### config.mk
export PLATFORM = sky130hd
export DESIGN_NAME = control_fsm_multicycle
export DESIGN_NICKNAME = d
export VERILOG_FILES = /design/src/rtl/control_fsm_multicycle.sv
export SDC_FILE = /design/constraint.sdc
export NUM_CORES = 1
export LEC_CHECK = 0
export CAP_MARGIN = 20
export CORE_AREA = 3 3 43 45
export CTS_BUF_LIST = sky130_fd_sc_hd__clkbuf_16
export CTS_CLUSTER_DIAMETER = 60
export DETAILED_ROUTE_END_ITERATION = 7
export DIE_AREA = 0 0 46 48
export PLACE_DENSITY = 0.74
export SETUP_SLACK_MARGIN = 0.5
export SKIP_CTS_REPAIR_TIMING = 1
export SLEW_MARGIN = 20
export SYNTH_ARGS = -nofsm -noshare
export SYNTH_HDL_FRONTEND = slang
export SYNTH_SLANG_ARGS = --single-unit
### constraint.sdc
create_clock -name clk -period 2.4 [get_ports clk]
set_input_delay 0.6 -clock clk [delete_from_list [all_inputs] [get_ports clk]]
set_output_delay 0.6 -clock clk [all_outputs]
set_load 0.02 [all_outputs]
### src/rtl/control_fsm_multicycle.sv
// Main control FSM of the multicycle processor: sequences fetch/decode/execute/memory/writeback
// with parameterised instruction- and data-memory wait states.
//
// state  | meaning
// FETCH  | read instruction at PC; IR load and PC+4 on the final wait cycle
// DECODE | read registers, PC+4 on ALU; dispatch on op
// MEMADR | compute load/store address
// MEMRD  | data memory read, waits DMEM_WAIT cycles
// MEMWB  | write loaded data to register file
// MEMWR  | data memory write, strobe on the final wait cycle
// EXECR  | ALU op, register operand
// EXECI  | ALU op, immediate operand
// ALUWB  | write ALU result to register file
// BRANCH | load branch target into PC
module control_fsm_multicycle #(
    parameter int IMEM_WAIT = 0,
    parameter int DMEM_WAIT = 0
) (
    input  logic       clk,
    input  logic       rst,
    input  logic [1:0] op,
    input  logic       funct5,
    input  logic       funct0,
    output logic       irwrite,
    output logic       nextpc,
    output logic       adrsrc,
    output logic       alusrca,
    output logic [1:0] alusrcb,
    output logic [1:0] resultsrc,
    output logic       aluop,
    output logic       regw,
    output logic       memw,
    output logic       branch,
    output logic [1:0] immsrc,
    output logic       illegal,
    output logic       instr_done,
    output logic [3:0] state
);

    typedef enum logic [3:0] {
        S_FETCH  = 4'd0,
        S_DECODE = 4'd1,
        S_MEMADR = 4'd2,
        S_MEMRD  = 4'd3,
        S_MEMWB  = 4'd4,
        S_MEMWR  = 4'd5,
        S_EXECR  = 4'd6,
        S_EXECI  = 4'd7,
        S_ALUWB  = 4'd8,
        S_BRANCH = 4'd9
    } state_t;

    localparam logic [3:0] IMEM_LIM = 4'(IMEM_WAIT);
    localparam logic [3:0] DMEM_LIM = 4'(DMEM_WAIT);

    state_t     r_state;
    state_t     w_next;
    logic [3:0] r_wcnt;
    logic [3:0] w_limit;
    logic       w_counted;
    logic       w_final;

    logic       w_irwrite;
    logic       w_nextpc;
    logic       w_regw;
    logic       w_memw;
    logic       w_branch;
    logic       w_illegal;
    logic       w_done;

    always_ff @(posedge clk) begin
        if (rst) begin
            r_state <= S_FETCH;
            r_wcnt  <= 4'd0;
        end else begin
            r_state <= w_next;
            r_wcnt  <= (w_counted && !w_final) ? r_wcnt + 4'd1 : 4'd0;
        end
    end

    // Only FETCH, MEMRD and MEMWR stretch; every other state is its own final cycle.
    always_comb begin
        w_counted = (r_state == S_FETCH) || (r_state == S_MEMRD) || (r_state == S_MEMWR);
        w_limit   = (r_state == S_FETCH) ? IMEM_LIM : DMEM_LIM;
        w_final   = !w_counted || (r_wcnt == w_limit);
    end

    always_comb begin
        w_next    = S_FETCH;
        adrsrc    = 1'b0;
        alusrca   = 1'b0;
        alusrcb   = 2'b00;
        resultsrc = 2'b00;
        aluop     = 1'b0;
        immsrc    = op;
        w_irwrite = 1'b0;
        w_nextpc  = 1'b0;
        w_regw    = 1'b0;
        w_memw    = 1'b0;
        w_branch  = 1'b0;
        w_illegal = 1'b0;
        w_done    = 1'b0;
        case (r_state)
            S_FETCH: begin
                alusrca   = 1'b1;
                alusrcb   = 2'b10;
                resultsrc = 2'b10;
                w_irwrite = w_final;
                w_nextpc  = w_final;
                w_next    = w_final ? S_DECODE : S_FETCH;
            end
            S_DECODE: begin
                alusrca   = 1'b1;
                alusrcb   = 2'b10;
                resultsrc = 2'b10;
                case (op)
                    2'b00:   w_next = funct5 ? S_EXECI : S_EXECR;
                    2'b01:   w_next = S_MEMADR;
                    2'b10:   w_next = S_BRANCH;
                    default: begin
                        w_next    = S_FETCH;
                        w_illegal = 1'b1;
                        w_done    = 1'b1;
                    end
                endcase
            end
            S_MEMADR: begin
                alusrcb = 2'b01;
                w_next  = funct0 ? S_MEMRD : S_MEMWR;
            end
            S_MEMRD: begin
                adrsrc = 1'b1;
                w_next = w_final ? S_MEMWB : S_MEMRD;
            end
            S_MEMWB: begin
                resultsrc = 2'b01;
                w_regw    = 1'b1;
                w_done    = 1'b1;
            end
            S_MEMWR: begin
                adrsrc = 1'b1;
                w_memw = w_final;
                w_done = w_final;
                w_next = w_final ? S_FETCH : S_MEMWR;
            end
            S_EXECR: begin
                aluop  = 1'b1;
                w_next = S_ALUWB;
            end
            S_EXECI: begin
                alusrcb = 2'b01;
                aluop   = 1'b1;
                w_next  = S_ALUWB;
            end
            S_ALUWB: begin
                w_regw = 1'b1;
                w_done = 1'b1;
            end
            S_BRANCH: begin
                alusrcb   = 2'b01;
                resultsrc = 2'b10;
                w_branch  = 1'b1;
                w_done    = 1'b1;
            end
            default: begin
                immsrc = 2'b00;
            end
        endcase
    end

    // Strobes are masked during reset so an aborted instruction has no side effects.
    assign irwrite    = w_irwrite & ~rst;
    assign nextpc     = w_nextpc  & ~rst;
    assign regw       = w_regw    & ~rst;
    assign memw       = w_memw    & ~rst;
    assign branch     = w_branch  & ~rst;
    assign illegal    = w_illegal & ~rst;
    assign instr_done = w_done    & ~rst;
    assign state      = r_state;

endmodule

# Word-level counts from Yosys, hierarchy flattened
# Cells that the tools add are included.
[classes]
add_sub_neg = 1
n_eq_ne = 11
mux = 20
n_bitwise = 8
reduce_logical = 19
[op_table]
columns = ["op", "count"]
rows = [
  ["$pmux W4 S6", 1],
  ["$eq A4 B3 Y1 const B", 4],
  ["$pmux W4 S3", 1],
  ["$reduce_or A3 Y1", 4],
  ["$mux W1", 11],
  ["$reduce_or A10 Y1", 1],
  ["$reduce_or A2 Y1", 5],
  ["$mux W3", 3],
  ["$eq A4 B2 Y1 const B", 2],
  ["$eq A4 B4 Y1 const B", 2],
  ["$logic_not A4 Y1", 2],
  ["$pmux W2 S2", 2],
  ["$and A1 B1 Y1", 6],
  ["$add A4 B1 Y4 const B", 1],
  ["$eq A4 B1 Y1 const B", 1],
  ["$logic_or A1 B1 Y1", 3],
  ["$pmux W1 S3", 1],
  ["$eq A2 B1 Y1 const B", 1],
  ["$eq A2 B2 Y1 const B", 1],
  ["$logic_not A1 Y1", 2],
  ["$logic_not A2 Y1", 1],
  ["$mux W2", 1],
  ["$not A1 Y1", 2],
  ["$logic_and A1 B1 Y1", 1],
]
[word_totals]
ff_bits = 8
wordCells = 61

# Logic depth before layout (Yosys ltp)
# Gate-level depths: netlist (run 1).
[depth]
ltp_word = 9
ltp_mapped = 5
mapped_depth_nobuf = 5

# Worst setup path before layout (run 1)
# OpenSTA, ideal clock, no wires.
[synth_timing]
path_kind = "reg2out"
start = "reg r_wcnt[0]"
end = "out nextpc"
arrival_time_ns = 1.956
t_required_ns = 1.800
setup_slack_ns = -0.156
stages_incl_launch_ff = 6
path_buffers = 1
path_cell_list = "dfxtp_1 -> inv_1 -> ha_1 -> or3b_4 -> nor4_1 -> buf_4"
[synth_via]
elab_chain_len = 4
[synth_lines]
columns = ["item", "line", "text"]
rows = [
  ["start: declaration", "58", "logic [3:0] r_wcnt;"],
  ["start signal: assignment", "77", "r_wcnt <= (w_counted && !w_final) ? r_wcnt + 4'd1 : 4'd0;"],
  ["$logic_not A4 Y1", "85", "w_final = !w_counted || (r_wcnt == w_limit);"],
  ["$logic_or A1 B1 Y1", "85", ""],
  ["$mux W1", "n/a", ""],
  ["$and A1 B1 Y1", "n/a", ""],
  ["end: declaration", "25", "output logic nextpc,"],
]
# Every way passes these cells.

# Worst setup path in the final report (run 1)
[layout_timing]
start = "reg r_wcnt[1]"
end = "out instr_done"
[layout_via]
elab_chain_len = 4
[layout_lines]
columns = ["item", "line", "text"]
rows = [
  ["$logic_not A4 Y1", "85", ""],
  ["$logic_or A1 B1 Y1", "85", ""],
  ["$pmux W1 S3", "103", "case (r_state)"],
  ["$and A1 B1 Y1", "178", "assign instr_done = w_done & ~rst;"],
  ["end: declaration", "36", "output logic instr_done,"],
]
# Every way passes these cells.

==> impl_metrics.toml, run 1 <==
[critical_path]
cp.arrival_ps = 1770
critPathLaunchType = "flip-flop"
critPathMaxStageDelay_ps = 380
endpoint_kind = "output pin"
required_ps = 1800
path_class = "flip-flop to output pin"
cp_num_buf_inv = 2
cp_top_family = "compound AO/OA/AOI/OAI gates"
r2r_slack_ps = 980
crit_chain = "inv_2 > ha_4 > or3b_4 > a21o_1 > a2111oi_4 > buf_4"
cpMaxStageDelayCell = "or3b_4"
cp_max_fo = 2

[global_route]
grt_first_pass_wirelength_mm = 3.13
track_usage_pct = 19.7
grt_start_max_net_pins = 11
grt_pass1_vias = 687
grt-ovfl-total = 0
antenna_found_initial = 0

[power]
pwr-share-comb_pct = 33.5
ir_worst_vdd_mv = 0.735
power_per_cell_area_nw_per_um2 = 548
p_switching_uw = 203
internal_power_uw = 456
p_clk_share_pct = 43.1
fin_total_pwr_uw = 659
seq_power_share_pct = 23.4
switching_share_pct = 30.8
leakage_nw = 0.569

[synth]
synthMuxAreaShare_pct = 0
netlist_top_cells_area = "dfxtp_1 27%, nor3_1 8.3%, ha_1 4.1%"
synth-adder-area-share_pct = 4.15
synth_top_area_share_pct = 26.6
syn_inst = 77
synth-xor-area-share_pct = 5.81
syn-cell-area_um2 = 603
ys_warn_count = 0
ys_seq_elements = 8
syn-num-nets = 85
synth_top_cell_by_area = "dfxtp_1"
synth_top_family_by_area = "simple AND/OR/NAND/NOR gates"
ys_seq_area_share_pct = 26.6
synth_compound_area_share_pct = 19.9
synth-simple-area-share_pct = 36.3
avgSynthCellArea_um2 = 7.83
synth_cell_type_count = 35

[final_layout]
register_area_um2 = 173
drive_above_1_share_pct = 52.5
mostFrequentLayoutCells = "24 x buf_4, 10 x dlymetal6s2s_1, 7 x nor3_1"
finalNetCount = 128
diodes = 0
syn_to_final_growth_pct = 99.6
final_common_cell = "buf_4"
fillers = 104
multi_input_area_um2 = 536

[floorplan]
initial_core_util_pct = 40.0
placementRows = 14
ioPinCount = 26
die_y_um = 48
die_area_um2 = 2210
die_w_um = 46
core-area_um2 = 1510

[clocking]
clock_latency_ps = 230
clk_pin_slew_ps = 40
cts.path.max_buffers = 2
cts_buffers = 3
clock_sinks = 8
cts_tree = "yes"
cts-root-buf = "clkbuf_16"
cts.htree.levels = 1

[drt]
drtIter0Drc = 16
route.detailed.drc = 0
via_count = 763
drt_pass1_iterations = 4
detail-route-antenna-nets = 0
wirelength_mm = 2.13
wire_per_inst_um = 15.9
via_per_inst = 5.69

[sta]
rsz0062_at_grt = "true"
relSlewSlack_pct = 70.8
fmax_mhz = 422
hold_violations = 0
fin_crit_ps = 2370
maxSlewViolCount = 0
finalCritPeriodShare_pct = 98.8
skew_ps = 0.839
tns_ps = 0
whs_ps = 528
tightest_slew_ps = 435
setup-violations-final = 0

[placed_design]
port_buffers = 25
finalWeightedCongestion = 0.838
hpwl_mm = 1.51

[worst_hold_path]
hold_path_class = "flip-flop to flip-flop"

[flow_run]
max-cap-violations = 0

[run_status]
status = "completed"
## area by class of cell
| cell class | instances | share of cell area (%) |
|---|---|---|
| multi-input combinational | 59 | 44.5 |
| timing repair buffer | 43 | 31.5 |
| sequential | 8 | 14.3 |
| clock buffer | 3 | 6.24 |
| inverter | 5 | 1.77 |
| tap | 16 | 1.66 |
## power groups by stage
stage               clock [mW]  combinational (mW)  sequential (mW)
detailed placement           0               0.213            0.153
floorplan                    0               0.118            0.154
finish                   0.284               0.221            0.154
global route             0.295               0.235            0.156
CTS                      0.284               0.215            0.151
global placement             0               0.210            0.153
## metrics by stage
stage / std cells / setup WS [ps] / cell area (um2) / util, %
global placement: 130 / -421 / 1060 / 70.3
CTS: 133 / -456 / 1130 / 75.2
finish: 134 / 27.9 / 1200 / 79.9
floorplan: 77 / 282 / 687 / -
global route: 134 / -46.1 / 1200 / 79.9
detailed placement: 130 / -449 / 1060 / 70.3
## cells by family (layout without fill, tap and decap cells)
family | Yosys count | count (layout)
AO/OA/AOI/OAI | 16 | 16
XOR/XNOR | 4 | 4
adder cells (fa/ha/maj) | 2 | 2
buffers and inverters | 10 | 51
flip-flops | 8 | 8
AND/OR/NAND/NOR | 37 | 37
## state kept, by name, summed over array words and instances, names as in the netlist
signal / flops
r_wcnt: 4
state: 4
## worst min-delay path, stage by stage (launching register included)
cell and delay [ps]:
dfxtp_2 330, buf_4 110, nor3_1 40
## layer usage
layer / vias up / GRT usage, % / wire length, um
met2: 37 / 31.6 / 1090
met5: - / 0 / 0
li1: 364 / - / -
met1: 356 / 24.4 / 890
met4: 0 / 5.11 / 10
met3: 6 / 7.89 / 148
## path summary, 6_finish.rpt
check                               start    endpoint  cells past startpoint
worst max-delay path            r_wcnt[1]  instr_done                      6
worst min-delay path            r_wcnt[0]   r_wcnt[0]                      2
worst max register to register   state[0]    state[2]                      4
worst min register to register  r_wcnt[0]   r_wcnt[0]                      2
## cells in the mapped netlist
cell type,n
nand2b_1,4
and2_1,2
o31ai_1,1
ha_1,2
buf_2,2
nor3b_1,2
nand4bb_1,1
dfxtp_1,8
a2111oi_2,1
buf_4,1
a21o_1,1
or3b_4,1
or2_2,2
o22ai_1,1
o211ai_1,2
o21a_1,1
nor2_1,1
or3_1,2
a311oi_1,1
xor2_1,2
a211oi_1,1
nor4_1,2
nor3_1,10
a211o_1,1
a2111oi_0,1
nor2b_1,1
inv_1,5
a21oi_1,2
a31oi_1,2
nand3_1,4
clkbuf_1,2
nand3b_1,2
o21ai_0,1
xnor2_1,2
nand2_1,3
No activity file was read; power rests on OpenSTA's default activity.
==> run 2: changes to the inputs <==
- MAX_ROUTING_LAYER: unset -> met4
==> impl_metrics.toml, run 2 (same netlist as run 1, synthesis figures left out) <==
[global_route]
grt-ovfl-total = 0
antenna_found_initial = 0
grt_first_pass_wirelength_mm = 3.11
grt_start_max_net_pins = 11
grt_pass1_vias = 691
track_usage_pct = 20.2

[worst_hold_path]
min-delay-start = "r_wcnt[0]"
hold_path_class = "flip-flop to flip-flop"

[floorplan]
die_y_um = 48
core-area_um2 = 1510
die_area_um2 = 2210
die_w_um = 46
placementRows = 14
ioPinCount = 26
initial_core_util_pct = 40.0

[drt]
route.detailed.drc = 0
wirelength_mm = 2.12
detail-route-antenna-nets = 0
via_count = 772
drtIter0Drc = 18
via_per_inst = 5.76
wire_per_inst_um = 15.8
drt_pass1_iterations = 4

[critical_path]
path_class = "flip-flop to output pin"
endpoint_kind = "output pin"
r2r-start = "state[0]"
worst-path-stages = 6
r2r-end = "state[2]"
cp_max_fo = 2
cp_top_family = "compound AO/OA/AOI/OAI gates"
r2r_slack_ps = 990
critPathMaxStageDelay_ps = 380
r2r_cells = 4
endpoint = "instr_done"
required_ps = 1800
cpMaxStageDelayCell = "or3b_4"
worstSetupStartpoint = "r_wcnt[1]"
crit_chain = "inv_2 > ha_4 > or3b_4 > a21o_1 > a2111oi_4 > buf_4"
critPathLaunchType = "flip-flop"
cp.arrival_ps = 1770
cp_num_buf_inv = 2

[sta]
fin_crit_ps = 2370
relSlewSlack_pct = 70.7
finalCritPeriodShare_pct = 98.9
tightest_slew_ps = 437
whs_ps = 528
setup-violations-final = 0
hold_violations = 0
skew_ps = 0.855
fmax_mhz = 421
rsz0062_at_grt = "true"
maxSlewViolCount = 0

[final_layout]
syn_to_final_growth_pct = 99.6
final_cells = 134
finalNetCount = 128
fillers = 104
drive_above_1_share_pct = 52.5
final_util_pct = 79.9
final_common_cell = "buf_4"
multi_input_area_um2 = 536
register_area_um2 = 173
final_area_um2 = 1200
diodes = 0
mostFrequentLayoutCells = "24 x buf_4, 10 x dlymetal6s2s_1, 7 x nor3_1"

[clocking]
cts_tree = "yes"
cts-root-buf = "clkbuf_16"
clock_latency_ps = 230
cts.htree.levels = 1
cts.path.max_buffers = 2
clk_pin_slew_ps = 40
cts_buffers = 3
clock_sinks = 8

[power]
ir_worst_vdd_mv = 0.735
fin_total_pwr_uw = 659
power_per_cell_area_nw_per_um2 = 547
leakage_nw = 0.569

[placed_design]
post_dp_cell_area_um2 = 1060
dp.cells = 130
port_buffers = 25
finalWeightedCongestion = 0.851
hpwl_mm = 1.51

[run_status]
status = "completed"

[flow_run]
max-cap-violations = 0
-- run 2: cell counts in the layout (fill, tap and decap cells not counted) --
Identical to the previous run, type by type.
-- run 2: worst min-delay path by stage --
| stage | end | depth (start not counted) |
|---|---|---|
| after floorplan | r_wcnt[0] | 1 |
| after global routing | r_wcnt[0] | 2 |
| after detailed placement | r_wcnt[0] | 2 |
| after CTS | r_wcnt[0] | 2 |
| final | r_wcnt[0] | 2 |
| after global placement | r_wcnt[0] | 2 |
-- run 2: tightest hold or removal path, delay by kind of cell, from the launching register on --
family,cells,cell delay (ps)
and+or+nand+nor,1,40
buffers and inverters,1,110
DFF,1,330
-- run 2: cell type report --
cell class,count,area share [%]
inverter,5,1.77
multi-input combinational,59,44.5
timing repair buffer,43,31.5
sequential,8,14.3
tap,16,1.66
clock buffer,3,6.24
-- run 2: routing by layer --
layer | track usage, % | vias to the layer above | wire length [um]
met5 | - | - | 0
met4 | 5.11 | 0 | 15
met3 | 7.89 | 4 | 142
met2 | 31.6 | 35 | 1070
met1 | 24.2 | 370 | 894
li1 | - | 363 | -
-- run 2: report_power, final --
| part | total (mW) | internal (mW) | switching, mW |
|---|---|---|---|
| Clock | 0.284 | 0.215 | 0.0688 |
| Combinational | 0.220 | 0.100 | 0.120 |
| Sequential | 0.155 | 0.140 | 0.0143 |
| Total | 0.659 | 0.456 | 0.203 |
-- run 2: through the flow --
step / setup WS [ps] / TNS (ps)
after CTS: -456 / -2950
after global routing: -46.1 / -46.1
final: 26.7 / 0
after detailed placement: -449 / -2770
after global placement: -421 / -2610
after floorplan: 282 / 0
==> run 3: changes to the inputs <==
- ABC_AREA: unset -> 0
- SKIP_LAST_GASP: unset -> 1
==> impl_metrics.toml, run 3 (same netlist as run 1, synthesis figures left out) <==
[power]
pwr-share-comb_pct = 33.4
seq_power_share_pct = 23.5
ir_worst_vdd_mv = 0.735
fin_total_pwr_uw = 659
power_per_cell_area_nw_per_um2 = 547
leakage_nw = 0.576
p_clk_share_pct = 43.1
switching_share_pct = 30.9
p_switching_uw = 204
internal_power_uw = 455

[clocking]
clock_latency_ps = 230
cts.path.max_buffers = 2
clk_pin_slew_ps = 40
cts_buffers = 3
cts.htree.levels = 1
cts-root-buf = "clkbuf_16"
cts_tree = "yes"
clock_sinks = 8

[final_layout]
fillers = 104
diodes = 0
drive_above_1_share_pct = 51.7
mostFrequentLayoutCells = "24 x buf_4, 11 x dlymetal6s2s_1, 7 x nor3_1"
register_area_um2 = 173
syn_to_final_growth_pct = 99.8
final_common_cell = "buf_4"
multi_input_area_um2 = 536
finalNetCount = 128

[floorplan]
initial_core_util_pct = 40.0
die_area_um2 = 2210
die_y_um = 48
die_w_um = 46
ioPinCount = 26
core-area_um2 = 1510
placementRows = 14

[sta]
tightest_slew_ps = 432
maxSlewViolCount = 0
skew_ps = 0.840
fin_crit_ps = 2370
finalCritPeriodShare_pct = 98.9
relSlewSlack_pct = 71.0
rsz0062_at_grt = "true"
setup-violations-final = 0
hold_violations = 0
setup_slack_ps = 27.2
fmax_mhz = 421

[critical_path]
r2r-start = "state[0]"
path_class = "flip-flop to output pin"
cp.arrival_ps = 1770
critPathMaxStageDelay_ps = 380
endpoint_kind = "output pin"
r2r_cells = 4
r2r-end = "state[2]"
crit_chain = "inv_2 > ha_4 > or3b_4 > a21o_1 > a2111oi_4 > buf_4"
cp_max_fo = 2
cp_num_buf_inv = 2
cp_top_family = "compound AO/OA/AOI/OAI gates"
critPathLaunchType = "flip-flop"
required_ps = 1800
r2r_slack_ps = 980
cpMaxStageDelayCell = "or3b_4"

[worst_hold_path]
hold_path_depth = 2
hold_path_class = "flip-flop to flip-flop"
min-delay-start = "r_wcnt[0]"
hold_path_end = "r_wcnt[0]"

[drt]
wirelength_mm = 2.14
via_per_inst = 5.63
wire_per_inst_um = 16.0
drt_pass1_iterations = 4
drtIter0Drc = 17
route.detailed.drc = 0
via_count = 754
detail-route-antenna-nets = 0

[global_route]
grt_pass1_vias = 691
antenna_found_initial = 0
grt_first_pass_wirelength_mm = 3.11
track_usage_pct = 20.2
grt_start_max_net_pins = 11
grt-ovfl-total = 0

[run_status]
status = "completed"

[placed_design]
finalWeightedCongestion = 0.851
place_ws_ps = -449
hpwl_mm = 1.51
port_buffers = 25

[flow_run]
max-cap-violations = 0
run 3: cell types whose count changed in the layout (fill, tap and decap cells not counted), sizes merged:
cell,delta
buf,-1
dlymetal6s2s,+1
run 3: worst max path at each step:
stage	start	end	slack, ps	cells past startpoint
detailed placement	rst	irwrite	-450	4
finish	r_wcnt[1]	instr_done	30	6
CTS	rst	irwrite	-460	4
floorplan	r_wcnt[1]	instr_done	280	5
global route	r_wcnt[1]	instr_done	-50	6
global placement	rst	illegal	-420	4
run 3: final cells by class:
class                           instances  share of cell area (%)
Tap cell                               16                    1.66
Sequential cell                         8                    14.3
Inverter                                5                    1.77
Multi-Input combinational cell         59                    44.4
Timing Repair Buffer                   43                    31.6
Clock buffer                            3                    6.23
run 3: stage by stage:
stage	util (%)	area (um2)	hold slack, ps	TNS [ps]	instances
final	80.0	1200	528	0	134
after global routing	80.0	1200	554	-46.1	134
after CTS	75.2	1130	531	-2950	133
after detailed placement	70.3	1060	523	-2770	130
after global placement	70.3	1060	507	-2610	130
after floorplan	-	687	428	0	77
run 3: worst min-delay path, cell delays in order (launching register included):
cell	delay, ps
dfxtp_2	330
buf_4	110
nor3_1	40
run 3: power by group through the flow:
stage                     registers, mW  logic, mW  clock network [mW]
after CTS                         0.151      0.215               0.284
after global placement            0.153      0.210                   0
after global routing              0.156      0.235               0.295
after detailed placement          0.153      0.213                   0
final                             0.155      0.220               0.284
after floorplan                   0.154      0.118                   0
run 3: per-layer routing:
layer  global-route usage [%]  up-vias  share of wire (%)
li1                         -      366                  -
met5                        -        -                  0
met4                     5.11        0               0.23
met3                     7.89        2                6.9
met1                     24.2      356                 42
met2                     31.6       30                 51
